File: src/rtl/snake_pkg.sv
// Shared definitions for the snake game-step controller: FSM state codes,
// direction codes, playfield geometry and a small direction helper.
package snake_pkg;

  localparam int CW   = 5;
  localparam int GRID = 24;

  localparam logic [CW-1:0] WALL_LO = 5'd1;
  localparam logic [CW-1:0] WALL_HI = 5'd22;

  localparam logic [1:0] DIR_UP    = 2'b00;
  localparam logic [1:0] DIR_DOWN  = 2'b01;
  localparam logic [1:0] DIR_LEFT  = 2'b10;
  localparam logic [1:0] DIR_RIGHT = 2'b11;

  typedef enum logic [2:0] {
    ST_MENU = 3'd0,
    ST_INIT = 3'd1,
    ST_WAIT = 3'd2,
    ST_CALC = 3'd3,
    ST_SCAN = 3'd4,
    ST_MOVE = 3'd5,
    ST_GROW = 3'd6,
    ST_OVER = 3'd7
  } state_t;

  // Opposite directions share the axis bit and differ only in the sign bit.
  function automatic logic is_reverse(input logic [1:0] a, input logic [1:0] b);
    return ((a ^ b) == 2'b01);
  endfunction

endpackage

File: src/rtl/snake_body_ring.sv
// Ring-buffer register file holding the snake body. Segment i (0 = head)
// lives at (head_ptr - i) mod MAX_LEN, so pushing a new head never moves data.
module snake_body_ring
  import snake_pkg::*;
#(
  parameter int MAX_LEN  = 16,
  parameter int IDXW     = 4,
  parameter int INIT_LEN = 3,
  parameter int START_X  = 12,
  parameter int START_Y  = 11
) (
  input  logic             clk,
  input  logic             clrn,
  input  logic             init,
  input  logic             push,
  input  logic [2*CW-1:0]  push_seg,
  input  logic [IDXW-1:0]  scan_idx,
  output logic [2*CW-1:0]  scan_seg,
  input  logic [IDXW-1:0]  rd_idx,
  output logic [2*CW-1:0]  rd_seg
);

  logic [2*CW-1:0] mem_r [MAX_LEN];
  logic [IDXW-1:0] head_ptr_r;

  // Storage and head pointer: load the starting body, or push one new head.
  always_ff @(posedge clk or negedge clrn) begin
    if (!clrn) begin
      head_ptr_r <= {IDXW{1'b0}};
      for (int i = 0; i < MAX_LEN; i++) begin
        mem_r[i] <= {(2*CW){1'b0}};
      end
    end else if (init) begin
      // Head at slot 0, body trailing leftwards into the slots behind it.
      head_ptr_r <= {IDXW{1'b0}};
      for (int i = 0; i < INIT_LEN; i++) begin
        mem_r[IDXW'(MAX_LEN - i)] <= {CW'(START_X - i), CW'(START_Y)};
      end
    end else if (push) begin
      head_ptr_r                  <= head_ptr_r + IDXW'(1);
      mem_r[head_ptr_r + IDXW'(1)] <= push_seg;
    end else begin
      head_ptr_r <= head_ptr_r;
    end
  end

  // Index-relative reads; the modulo falls out of the IDXW-bit subtraction.
  assign scan_seg = mem_r[head_ptr_r - scan_idx];
  assign rd_seg   = mem_r[head_ptr_r - rd_idx];

endmodule

File: src/rtl/snake_step_sequencer.sv
// Game-step controller: on each tick, compute the next head cell, check the
// walls and the body one segment per cycle, then move, grow or end the game.
module snake_step_sequencer
  import snake_pkg::*;
#(
  parameter int MAX_LEN  = 16,
  parameter int INIT_LEN = 3,
  parameter int START_X  = 12,
  parameter int START_Y  = 11,
  localparam int IDXW    = $clog2(MAX_LEN)
) (
  input  logic            clk,
  input  logic            clrn,
  input  logic            start,
  input  logic            tick,
  input  logic [1:0]      dir,
  input  logic [4:0]      apple_x,
  input  logic [4:0]      apple_y,
  output logic            apple_req,
  input  logic [IDXW-1:0] rd_idx,
  output logic            rd_valid,
  output logic [4:0]      rd_x,
  output logic [4:0]      rd_y,
  output logic [4:0]      head_x,
  output logic [4:0]      head_y,
  output logic [IDXW:0]   len,
  output logic [2:0]      state,
  output logic            game_over
);

  localparam logic [IDXW:0] LEN_ZERO = {(IDXW+1){1'b0}};
  localparam logic [IDXW:0] LEN_ONE  = (IDXW+1)'(1);
  localparam logic [IDXW:0] LEN_INIT = (IDXW+1)'(INIT_LEN);
  localparam logic [IDXW:0] LEN_MAX  = (IDXW+1)'(MAX_LEN);

  state_t          state_r, next_state_s;
  logic            start_q_r;
  logic [IDXW:0]   len_r;
  logic [CW-1:0]   head_x_r, head_y_r;
  logic [1:0]      heading_r;
  logic [CW-1:0]   nx_r, ny_r;
  logic            hit_apple_r;
  logic [IDXW-1:0] scan_idx_r;
  logic            apple_req_r, game_over_r, rd_valid_r;
  logic [CW-1:0]   rd_x_r, rd_y_r;

  logic            start_rise_s;
  logic [CW-1:0]   nx_s, ny_s;
  logic            wall_s;
  logic [IDXW:0]   lim_s;
  logic            scan_last_s;
  logic            seg_match_s;
  logic [2*CW-1:0] scan_seg_s, rd_seg_s;
  logic            ring_init_s, ring_push_s;

  assign start_rise_s = start & ~start_q_r;
  // When an apple is eaten the tail stays, so it must be scanned too.
  assign lim_s        = hit_apple_r ? len_r : (len_r - LEN_ONE);
  assign scan_last_s  = ({1'b0, scan_idx_r} == (lim_s - LEN_ONE));
  assign seg_match_s  = (scan_seg_s == {nx_r, ny_r});
  assign wall_s       = (nx_s <= WALL_LO) || (nx_s >= WALL_HI) ||
                        (ny_s <= WALL_LO) || (ny_s >= WALL_HI);
  assign ring_init_s  = (state_r == ST_INIT);
  assign ring_push_s  = (state_r == ST_MOVE) || (state_r == ST_GROW);

  snake_body_ring #(
    .MAX_LEN  (MAX_LEN),
    .IDXW     (IDXW),
    .INIT_LEN (INIT_LEN),
    .START_X  (START_X),
    .START_Y  (START_Y)
  ) u_ring (
    .clk      (clk),
    .clrn     (clrn),
    .init     (ring_init_s),
    .push     (ring_push_s),
    .push_seg ({nx_r, ny_r}),
    .scan_idx (scan_idx_r),
    .scan_seg (scan_seg_s),
    .rd_idx   (rd_idx),
    .rd_seg   (rd_seg_s)
  );

  // Candidate next head: one step from the current head along the heading.
  always_comb begin
    nx_s = head_x_r;
    ny_s = head_y_r;
    case (heading_r)
      DIR_UP:    ny_s = head_y_r - 5'd1;
      DIR_DOWN:  ny_s = head_y_r + 5'd1;
      DIR_LEFT:  nx_s = head_x_r - 5'd1;
      DIR_RIGHT: nx_s = head_x_r + 5'd1;
      default: begin
        nx_s = head_x_r;
        ny_s = head_y_r;
      end
    endcase
  end

  // Next-state logic of the step FSM.
  always_comb begin
    next_state_s = state_r;
    case (state_r)
      ST_MENU: begin
        if (start_rise_s) next_state_s = ST_INIT;
        else              next_state_s = ST_MENU;
      end
      ST_INIT: next_state_s = ST_WAIT;
      ST_WAIT: begin
        if (tick) next_state_s = ST_CALC;
        else      next_state_s = ST_WAIT;
      end
      ST_CALC: begin
        if (wall_s) next_state_s = ST_OVER;
        else        next_state_s = ST_SCAN;
      end
      ST_SCAN: begin
        if (lim_s == LEN_ZERO)  next_state_s = hit_apple_r ? ST_GROW : ST_MOVE;
        else if (seg_match_s)   next_state_s = ST_OVER;
        else if (scan_last_s)   next_state_s = hit_apple_r ? ST_GROW : ST_MOVE;
        else                    next_state_s = ST_SCAN;
      end
      ST_MOVE: next_state_s = ST_WAIT;
      ST_GROW: next_state_s = ST_WAIT;
      ST_OVER: begin
        if (start_rise_s) next_state_s = ST_MENU;
        else              next_state_s = ST_OVER;
      end
      default: next_state_s = ST_MENU;
    endcase
  end

  // State register plus the per-state datapath updates.
  always_ff @(posedge clk or negedge clrn) begin
    if (!clrn) begin
      state_r     <= ST_MENU;
      start_q_r   <= 1'b0;
      len_r       <= LEN_ZERO;
      head_x_r    <= 5'd0;
      head_y_r    <= 5'd0;
      heading_r   <= DIR_RIGHT;
      nx_r        <= 5'd0;
      ny_r        <= 5'd0;
      hit_apple_r <= 1'b0;
      scan_idx_r  <= {IDXW{1'b0}};
    end else begin
      state_r   <= next_state_s;
      start_q_r <= start;
      case (state_r)
        ST_INIT: begin
          len_r     <= LEN_INIT;
          head_x_r  <= CW'(START_X);
          head_y_r  <= CW'(START_Y);
          heading_r <= DIR_RIGHT;
        end
        ST_WAIT: begin
          if (tick && !is_reverse(dir, heading_r)) heading_r <= dir;
        end
        ST_CALC: begin
          nx_r        <= nx_s;
          ny_r        <= ny_s;
          hit_apple_r <= (nx_s == apple_x) && (ny_s == apple_y);
          scan_idx_r  <= {IDXW{1'b0}};
        end
        ST_SCAN: scan_idx_r <= scan_idx_r + IDXW'(1);
        ST_MOVE: begin
          head_x_r <= nx_r;
          head_y_r <= ny_r;
        end
        ST_GROW: begin
          head_x_r <= nx_r;
          head_y_r <= ny_r;
          if (len_r < LEN_MAX) len_r <= len_r + LEN_ONE;
        end
        ST_OVER: begin
          if (start_rise_s) len_r <= LEN_ZERO;
        end
        default: begin
          len_r <= len_r;
        end
      endcase
    end
  end

  // Registered status outputs, timed to coincide with the state they report.
  always_ff @(posedge clk or negedge clrn) begin
    if (!clrn) begin
      apple_req_r <= 1'b0;
      game_over_r <= 1'b0;
    end else begin
      apple_req_r <= (next_state_s == ST_GROW);
      game_over_r <= (next_state_s == ST_OVER);
    end
  end

  // Renderer read port: one-cycle latency, zeros beyond the body.
  always_ff @(posedge clk or negedge clrn) begin
    if (!clrn) begin
      rd_valid_r <= 1'b0;
      rd_x_r     <= 5'd0;
      rd_y_r     <= 5'd0;
    end else if ({1'b0, rd_idx} < len_r) begin
      rd_valid_r <= 1'b1;
      rd_x_r     <= rd_seg_s[2*CW-1:CW];
      rd_y_r     <= rd_seg_s[CW-1:0];
    end else begin
      rd_valid_r <= 1'b0;
      rd_x_r     <= 5'd0;
      rd_y_r     <= 5'd0;
    end
  end

  assign apple_req = apple_req_r;
  assign game_over = game_over_r;
  assign rd_valid  = rd_valid_r;
  assign rd_x      = rd_x_r;
  assign rd_y      = rd_y_r;
  assign head_x    = head_x_r;
  assign head_y    = head_y_r;
  assign len       = len_r;
  assign state     = state_r;

endmodule

File: config.mk
export PLATFORM = sky130hd
export DESIGN_NAME = snake_step_sequencer
export DESIGN_NICKNAME = d
export VERILOG_FILES = /design/src/rtl/snake_pkg.sv /design/src/rtl/snake_body_ring.sv /design/src/rtl/snake_step_sequencer.sv
export SDC_FILE = /design/constraint.sdc
export NUM_CORES = 1
export LEC_CHECK = 0
export CAP_MARGIN = 20
export CORE_MARGIN = 8
export CORE_UTILIZATION = 38
export CTS_CLUSTER_DIAMETER = 40
export DETAILED_ROUTE_END_ITERATION = 16
export SYNTH_ARGS = -nofsm -noshare
export SYNTH_HDL_FRONTEND = slang
export SYNTH_HIERARCHICAL = 1
export SYNTH_SLANG_ARGS = --single-unit
File: constraint.sdc
create_clock -name clk -period 7.64 [get_ports clk]
set_input_delay 1.146 -clock clk [delete_from_list [all_inputs] [get_ports clk]]
set_output_delay 1.146 -clock clk [all_outputs]
set_load 0.01 [all_outputs]
### Word level (Yosys, flattened, before mapping)

Cells that the tools add are included.

| cells by class | value |
|---|---|
| add/sub/neg operators | 11 |
| multipliers | 0 |
| divide/modulo/power cells | 0 |
| $lt $le $gt $ge | 10 |
| equal/unequal tests | 20 |
| shift-type cells | 0 |
| mux-type cells | 36 |
| bitwise gates (word level) | 7 |
| reductions and logical operators | 21 |

Operators with widths:

| operator | number |
|---|---|
| 160-bit bitwise mux | 1 |
| 160-bit two-way mux | 1 |
| 10-bit binary-select mux with 4-bit select | 2 |
| 10-bit two-way mux | 6 |
| 10-bit demux with 4-bit select | 1 |
| 5-bit case mux with 2 select lines | 4 |
| 5-bit >= comparator (second input constant) | 5 |
| 5-bit two-way mux | 5 |
| 5-bit by 1-bit subtractor with 5-bit output (second input constant) | 4 |
| 3-bit == test (second input constant) | 6 |
| 3-bit case mux with 6 select lines | 1 |
| 5-bit by 1-bit adder with 5-bit output (second input constant) | 3 |
| 4-bit inverter with 5-bit output | 3 |
| 5-bit case mux with 3 select lines | 1 |
| 2-bit two-way mux | 6 |
| 10-bit == test | 1 |
| 5-bit == test | 2 |
| 5-bit by 1-bit <= comparator with 1-bit output (second input constant) | 2 |
| 4-bit by 1-bit adder with 4-bit output (second input constant) | 2 |
| 4-bit two-way mux | 2 |
| 4-bit case mux with 2 select lines | 1 |
| 2-bit nonzero test | 4 |
| 4-bit subtractor | 2 |
| 3-bit by 2-bit == test with 1-bit output (second input constant) | 2 |
| other kinds (26) | 38 |

| storage, ports and cells | value |
|---|---|
| register bits | 213 |
| latch bits | 0 |
| RAM bits | 0 |
| ROM bits | 0 |
| input bits | 20 |
| output and inout port bits | 31 |
| logic and storage cells | 137 |
| memories kept | 0 |

### Logic depth before layout (Yosys ltp)

| logic depth | value |
|---|---|
| word-level depth | 10 |
| depth in mapped cells | 15 |
| gate-level depth less buffers | 14 |

### Modules after synthesis

Netlist, hierarchy kept.

Modules (own cells, without submodules):

| module | times used | cells an instance | area an instance (sq um) | seq. area each (sq um) |
|---|---|---|---|---|
| snake_body_ring | 1 | 640 | 9158.8 | 4103.9 |
| snake_step_sequencer | 1 | 349 | 3200.6 | 1228.7 |

### Worst setup path before layout

Ideal clock, no wire load.

| timing | value |
|---|---|
| path type | flip-flop to flip-flop |
| start | register u_ring.head_ptr_r[0] |
| end | register state_r[0], in the netlist state[0] |
| setup time | 0.124 ns |
| arrival time | 3.151 ns |
| required time | 7.516 ns |
| path slack | 4.365 ns |
| stages on the path, launching flop included | 16 |
| path buffers | 1 |
| period minus slack after synthesis | 3.275 ns |
| cell sequence | dfrtp_1 -> inv_1 -> ha_1 -> inv_1 -> fa_1 -> clkbuf_1 -> mux4_2 -> nand3_1 -> nand4_1 -> xnor2_1 -> nand4_1 -> nor3_1 -> nand3_1 -> o311ai_2 -> and2b_1 -> a211o_1 |

| on the way | value |
|---|---|
| cells in the longest elaborated chain, start to end | 9 |

Ends and longest elaborated chain:

| what | RTL line | text |
|---|---|---|
| start: declaration | snake_body_ring.sv:24 | `logic [IDXW-1:0] head_ptr_r;` |
| start signal: assignment | snake_body_ring.sv:29 | `head_ptr_r <= {IDXW{1'b0}};` |
| start signal: assignment | snake_body_ring.sv:35 | `head_ptr_r <= {IDXW{1'b0}};` |
| start signal: assignment | snake_body_ring.sv:40 | `head_ptr_r <= head_ptr_r + IDXW'(1);` |
| 4-bit subtractor | snake_body_ring.sv:48 | `assign scan_seg = mem_r[head_ptr_r - scan_idx];` |
| 4-bit inverter with 5-bit output (implied by the code) | snake_body_ring.sv:48 |  |
| 10-bit binary-select mux with 4-bit select | snake_body_ring.sv:48 |  |
| 10-bit two-way mux (implied by the code) (2 in a row) | snake_body_ring.sv:48 |  |
| named net scan_seg_s[4] | snake_step_sequencer.sv:53 | `logic [2*CW-1:0] scan_seg_s, rd_seg_s;` |
| 10-bit == test | snake_step_sequencer.sv:60 | `assign seg_match_s = (scan_seg_s == {nx_r, ny_r});` |
| 2-bit two-way mux | snake_step_sequencer.sv:119 | `else if (seg_match_s) next_state_s = ST_OVER;` |
| 2-bit two-way mux | snake_step_sequencer.sv:118 | `if (lim_s == LEN_ZERO) next_state_s = hit_apple_r ? ST_GROW : ST_MOVE;` |
| 3-bit case mux with 6 select lines | snake_step_sequencer.sv:103 | `case (state_r)` |
| named net next_state_s[0] | snake_step_sequencer.sv:36 | `state_t state_r, next_state_s;` |
| end signal: assignment | snake_step_sequencer.sv:147 | `state_r <= next_state_s;` |
| end: declaration | snake_step_sequencer.sv:36 |  |

The timed path passes the listed nets, and every way through them passes these cells. The select of a mux whose other input is x is not followed.
A chain may end at the register's enable or synchronous reset.

### Worst setup path in the final report

| timing | value |
|---|---|
| start | register u_ring.head_ptr_r[0] |
| end | register apple_req_r, in the netlist apple_req |

| on the way | value |
|---|---|
| cells in the longest elaborated chain, start to end | 10 |

Ends and longest elaborated chain:

| what | RTL line | text |
|---|---|---|
| 4-bit subtractor | snake_body_ring.sv:48 |  |
| 4-bit inverter with 5-bit output (implied by the code) | snake_body_ring.sv:48 |  |
| 10-bit binary-select mux with 4-bit select | snake_body_ring.sv:48 |  |
| 10-bit two-way mux (implied by the code) (2 in a row) | snake_body_ring.sv:48 |  |
| named net scan_seg_s[0] | snake_step_sequencer.sv:53 |  |
| 10-bit == test | snake_step_sequencer.sv:60 |  |
| 2-bit two-way mux | snake_step_sequencer.sv:119 |  |
| 2-bit two-way mux | snake_step_sequencer.sv:118 |  |
| 3-bit case mux with 6 select lines | snake_step_sequencer.sv:103 |  |
| 3-bit == test | snake_step_sequencer.sv:191 | `apple_req_r <= (next_state_s == ST_GROW);` |
| end signal: assignment | snake_step_sequencer.sv:191 |  |
| end: declaration | snake_step_sequencer.sv:44 | `logic apple_req_r, game_over_r, rd_valid_r;` |

The timed path passes the listed nets, and every way through them passes these cells. The select of a mux whose other input is x is not followed.

==> impl_metrics.json <==
{
  "status": "finished, final reports clean",
  "path_depth": 13,
  "synth_seq_area_share_pct": 43.1,
  "synth_nets": 1038,
  "diodes": 0,
  "p_per_area_nw_per_um2": 459,
  "grt_pass1_vias": 8907,
  "timing.setup.tns_ps": 0,
  "p_clk_share_pct": 22.3,
  "holdWs_ps": 514,
  "cap_violations": 0,
  "synth_area_um2": 12400,
  "cts_hold_buf": 0,
  "p_sw_uw": 2730,
  "tightest_slew_ps": 1000,
  "whs_path_depth": 1,
  "worst_r2r_path_depth": 13,
  "criticalPathCategory": "reg -> reg",
  "fmax_mhz": 234,
  "tritoncts": "built",
  "cts_resized": 0,
  "slew_violations": 0,
  "cp-startpoint": "u_ring/head_ptr_r[0]$_DFFE_PN0P_",
  "period_share_pct": 56.0,
  "start_util_pct": 38.3,
  "yosys_warnings": 6,
  "clkSinkCount": 213,
  "drive_gt1_share_pct": 32.4,
  "yosys.cell_types.count": 74,
  "worst_setup_path_end_kind": "flop",
  "ios": 51,
  "clk_pin_slew_ps": 60,
  "rr_endpoint": "apple_req$_DFF_PN0_",
  "antenna_found_initial": 0,
  "layout_min_cycle_time_ps": 4270,
  "final_cell_mix": "dfrtp_1, mux2_2, nand3_1",
  "gr-total-overflow": 0,
  "clock_path_buffers": 3,
  "firstDrtPassIters": 5,
  "hp-class": "reg -> reg",
  "synth-edff-count": 0,
  "finalSetupViolations": 0,
  "grt_max_degree": 90,
  "critPathTopFamily": "simple AND/OR/NAND/NOR gates",
  "die_y_um": 196,
  "internal_power_uw": 3880,
  "cp_max_fo": 23,
  "syn2layout_area_growth_pct": 16.4,
  "route.detailed.drc": 0,
  "grt_setup_unrepaired": "false",
  "clk_latency_ps": 570,
  "hold_viol_final": 0,
  "p_sw_share_pct": 41.3,
  "rows": 66,
  "gp_congestion": 0.830,
  "reg2reg_from": "u_ring/head_ptr_r[0]$_DFFE_PN0P_",
  "synth-seq-cells": 213,
  "cts_max_level": 1,
  "slowest_delay_ps": 820,
  "layout_commonest_cell": "dfrtp_1",
  "crit_slowest_cell": "ha_2",
  "endpoint": "apple_req$_DFF_PN0_",
  "post_cts_buffers": 0,
  "numCtsBuffers": 31,
  "portBuffers": 50,
  "ys.flop_type": "dfrtp_1",
  "die_area_um2": 38600,
  "wirelength_um": 33100,
  "grt_pass1_wl_um": 52900,
  "cp.required_ps": 8130,
  "clock_skew_ps": 22.1,
  "die_w_um": 196,
  "fin_area_um2": 14400,
  "worstPathArrival_ps": 4760,
  "vias_per_cell": 5.72,
  "wl_per_cell_um": 22.2,
  "clockRootBuffer": "clkbuf_16",
  "fp.coreArea_um2": 32300,
  "hpwlAfterDp_um": 21500,
  "p_leak_uw": 0.00627,
  "critPathLaunchType": "flop",
  "vdd_ir_drop_max_v": 0.000283,
  "postRouteAntennaNets": 0,
  "num_vias": 8542,
  "reg2reg_slack_ps": 3370,
  "worstPathCellList": "inv_1, ha_2, buf_4, mux4_2, nand3_1, nand4_1, xnor2_1, nand4_1, nor3_1, nand3_1, o311ai_2, and2b_1, and2b_1",
  "sequentialPowerShare_pct": 29.3,
  "async_reset_ff_share_pct": 100,
  "synth_area_per_cell_um2": 12.5,
  "p_total_uw": 6600,
  "combPwrFrac_pct": 48.3,
  "grt_usage_pct": 17.4,
  "drtIter0Drc": 665,
  "syn_inst": 989,
  "slew_headroom_pct": 32.3,
  "critPathBufInv": 2,
  "nets": 1075,
  "place_area_um2": 13300
}
==> cell usage after synthesis (6+ instances only) <==
master,n,area share [%]
a21oi_1,26,1.1
a22o_1,8,0.57
buf_2,18,0.73
clkbuf_1,36,1.1
dfrtp_1,211,43
ha_1,25,2.5
inv_1,24,0.73
mux2_1,7,0.64
mux2_2,145,13
mux2i_1,6,0.49
mux4_2,80,15
nand2_1,33,1.0
nand2b_1,10,0.51
nand3_1,90,3.6
nand4_1,23,1.2
nor2_1,36,1.1
nor2_2,7,0.35
nor2b_1,13,0.66
nor3_1,6,0.24
o21ai_0,24,0.97
o22a_1,8,0.57
xnor2_1,22,1.6
xor2_1,31,2.2
==> metrics by stage <==
step                setup WS [ps]  util (%)  instances
floorplan                    4360         -        989
global placement             3370      41.2       1435
detailed placement           3330      41.2       1435
CTS                          3300      44.6       1493
global route                 2960      44.6       1493
finish                       3370      44.6       1493
==> area by class of cell <==
type | count | area [µm²]
clock inverter | 17 | 219
clock buffer | 41 | 873
sequential | 213 | 5330
inverter | 24 | 90.1
fill | 2915 | 17900
timing repair buffer | 67 | 633
multi-input combinational | 689 | 6680
tap | 442 | 553
==> flip-flops by register name, indices dropped and copies added, names as in the netlist <==
name	cells
apple_req	1
game_over	1
head_x	5
head_y	5
heading_r	2
hit_apple_r	1
len	5
nx_r	5
ny_r	5
rd_valid	1
rd_x	5
rd_y	5
scan_idx_r	4
start_q_r	1
state	3
u_ring/head_ptr_r	4
u_ring/mem_r	160
==> worst min-delay path by stage <==
stage	start	end	slack [ps]
6_report	u_ring/mem_r[119]$_DFFE_PN0P_	u_ring/mem_r[119]$_DFFE_PN0P_	510
5_1_grt	u_ring/mem_r[45]$_DFFE_PN0P_	u_ring/mem_r[45]$_DFFE_PN0P_	540
4_1_cts	u_ring/mem_r[119]$_DFFE_PN0P_	u_ring/mem_r[119]$_DFFE_PN0P_	520
3_5_place_dp	u_ring/mem_r[28]$_DFFE_PN0P_	u_ring/mem_r[28]$_DFFE_PN0P_	500
3_3_place_gp	u_ring/mem_r[129]$_DFFE_PN0P_	u_ring/mem_r[129]$_DFFE_PN0P_	480
2_1_floorplan	u_ring/mem_r[129]$_DFFE_PN0P_	u_ring/mem_r[129]$_DFFE_PN0P_	470
==> power groups by stage <==
stage / logic [µW] / registers (µW) / clock network, µW
final: 3190 / 1940 / 1470
after global routing: 3460 / 2000 / 1550
after CTS: 3200 / 1940 / 1510
after global placement: 3160 / 1940 / 0
after detailed placement: 3190 / 1950 / 0
after floorplan: 2430 / 1740 / 0
==> routing by layer <==
layer,vias up,global-route usage (%),routed length (µm)
li1,3799,-,-
met1,4432,23.7,14400
met2,242,28.7,16000
met3,69,2.00,1690
met4,0,5.64,950
met5,-,0,0
==> kinds of logic after synthesis <==
family,count (synthesis),synth area share (%)
adder cells (fa/ha/maj),29,3.18
AO/OA/AOI/OAI,105,5.76
XOR/XNOR,53,3.76
AND/OR/NAND/NOR,262,11.9
flip-flops,213,43.1
buffers and inverters,87,3.04
multiplexers,240,29.2
==> worst reg2reg max path, delay by kind of cell, from the launching register on <==
kind	cells	cell delay (ps)
compound gates	1	150
xor+xnor	1	190
fa+ha+maj	1	820
buf+inv	2	690
flops	1	480
mux	1	610
simple gates	7	1290
Note: power is estimated with default switching activity, not from simulation.
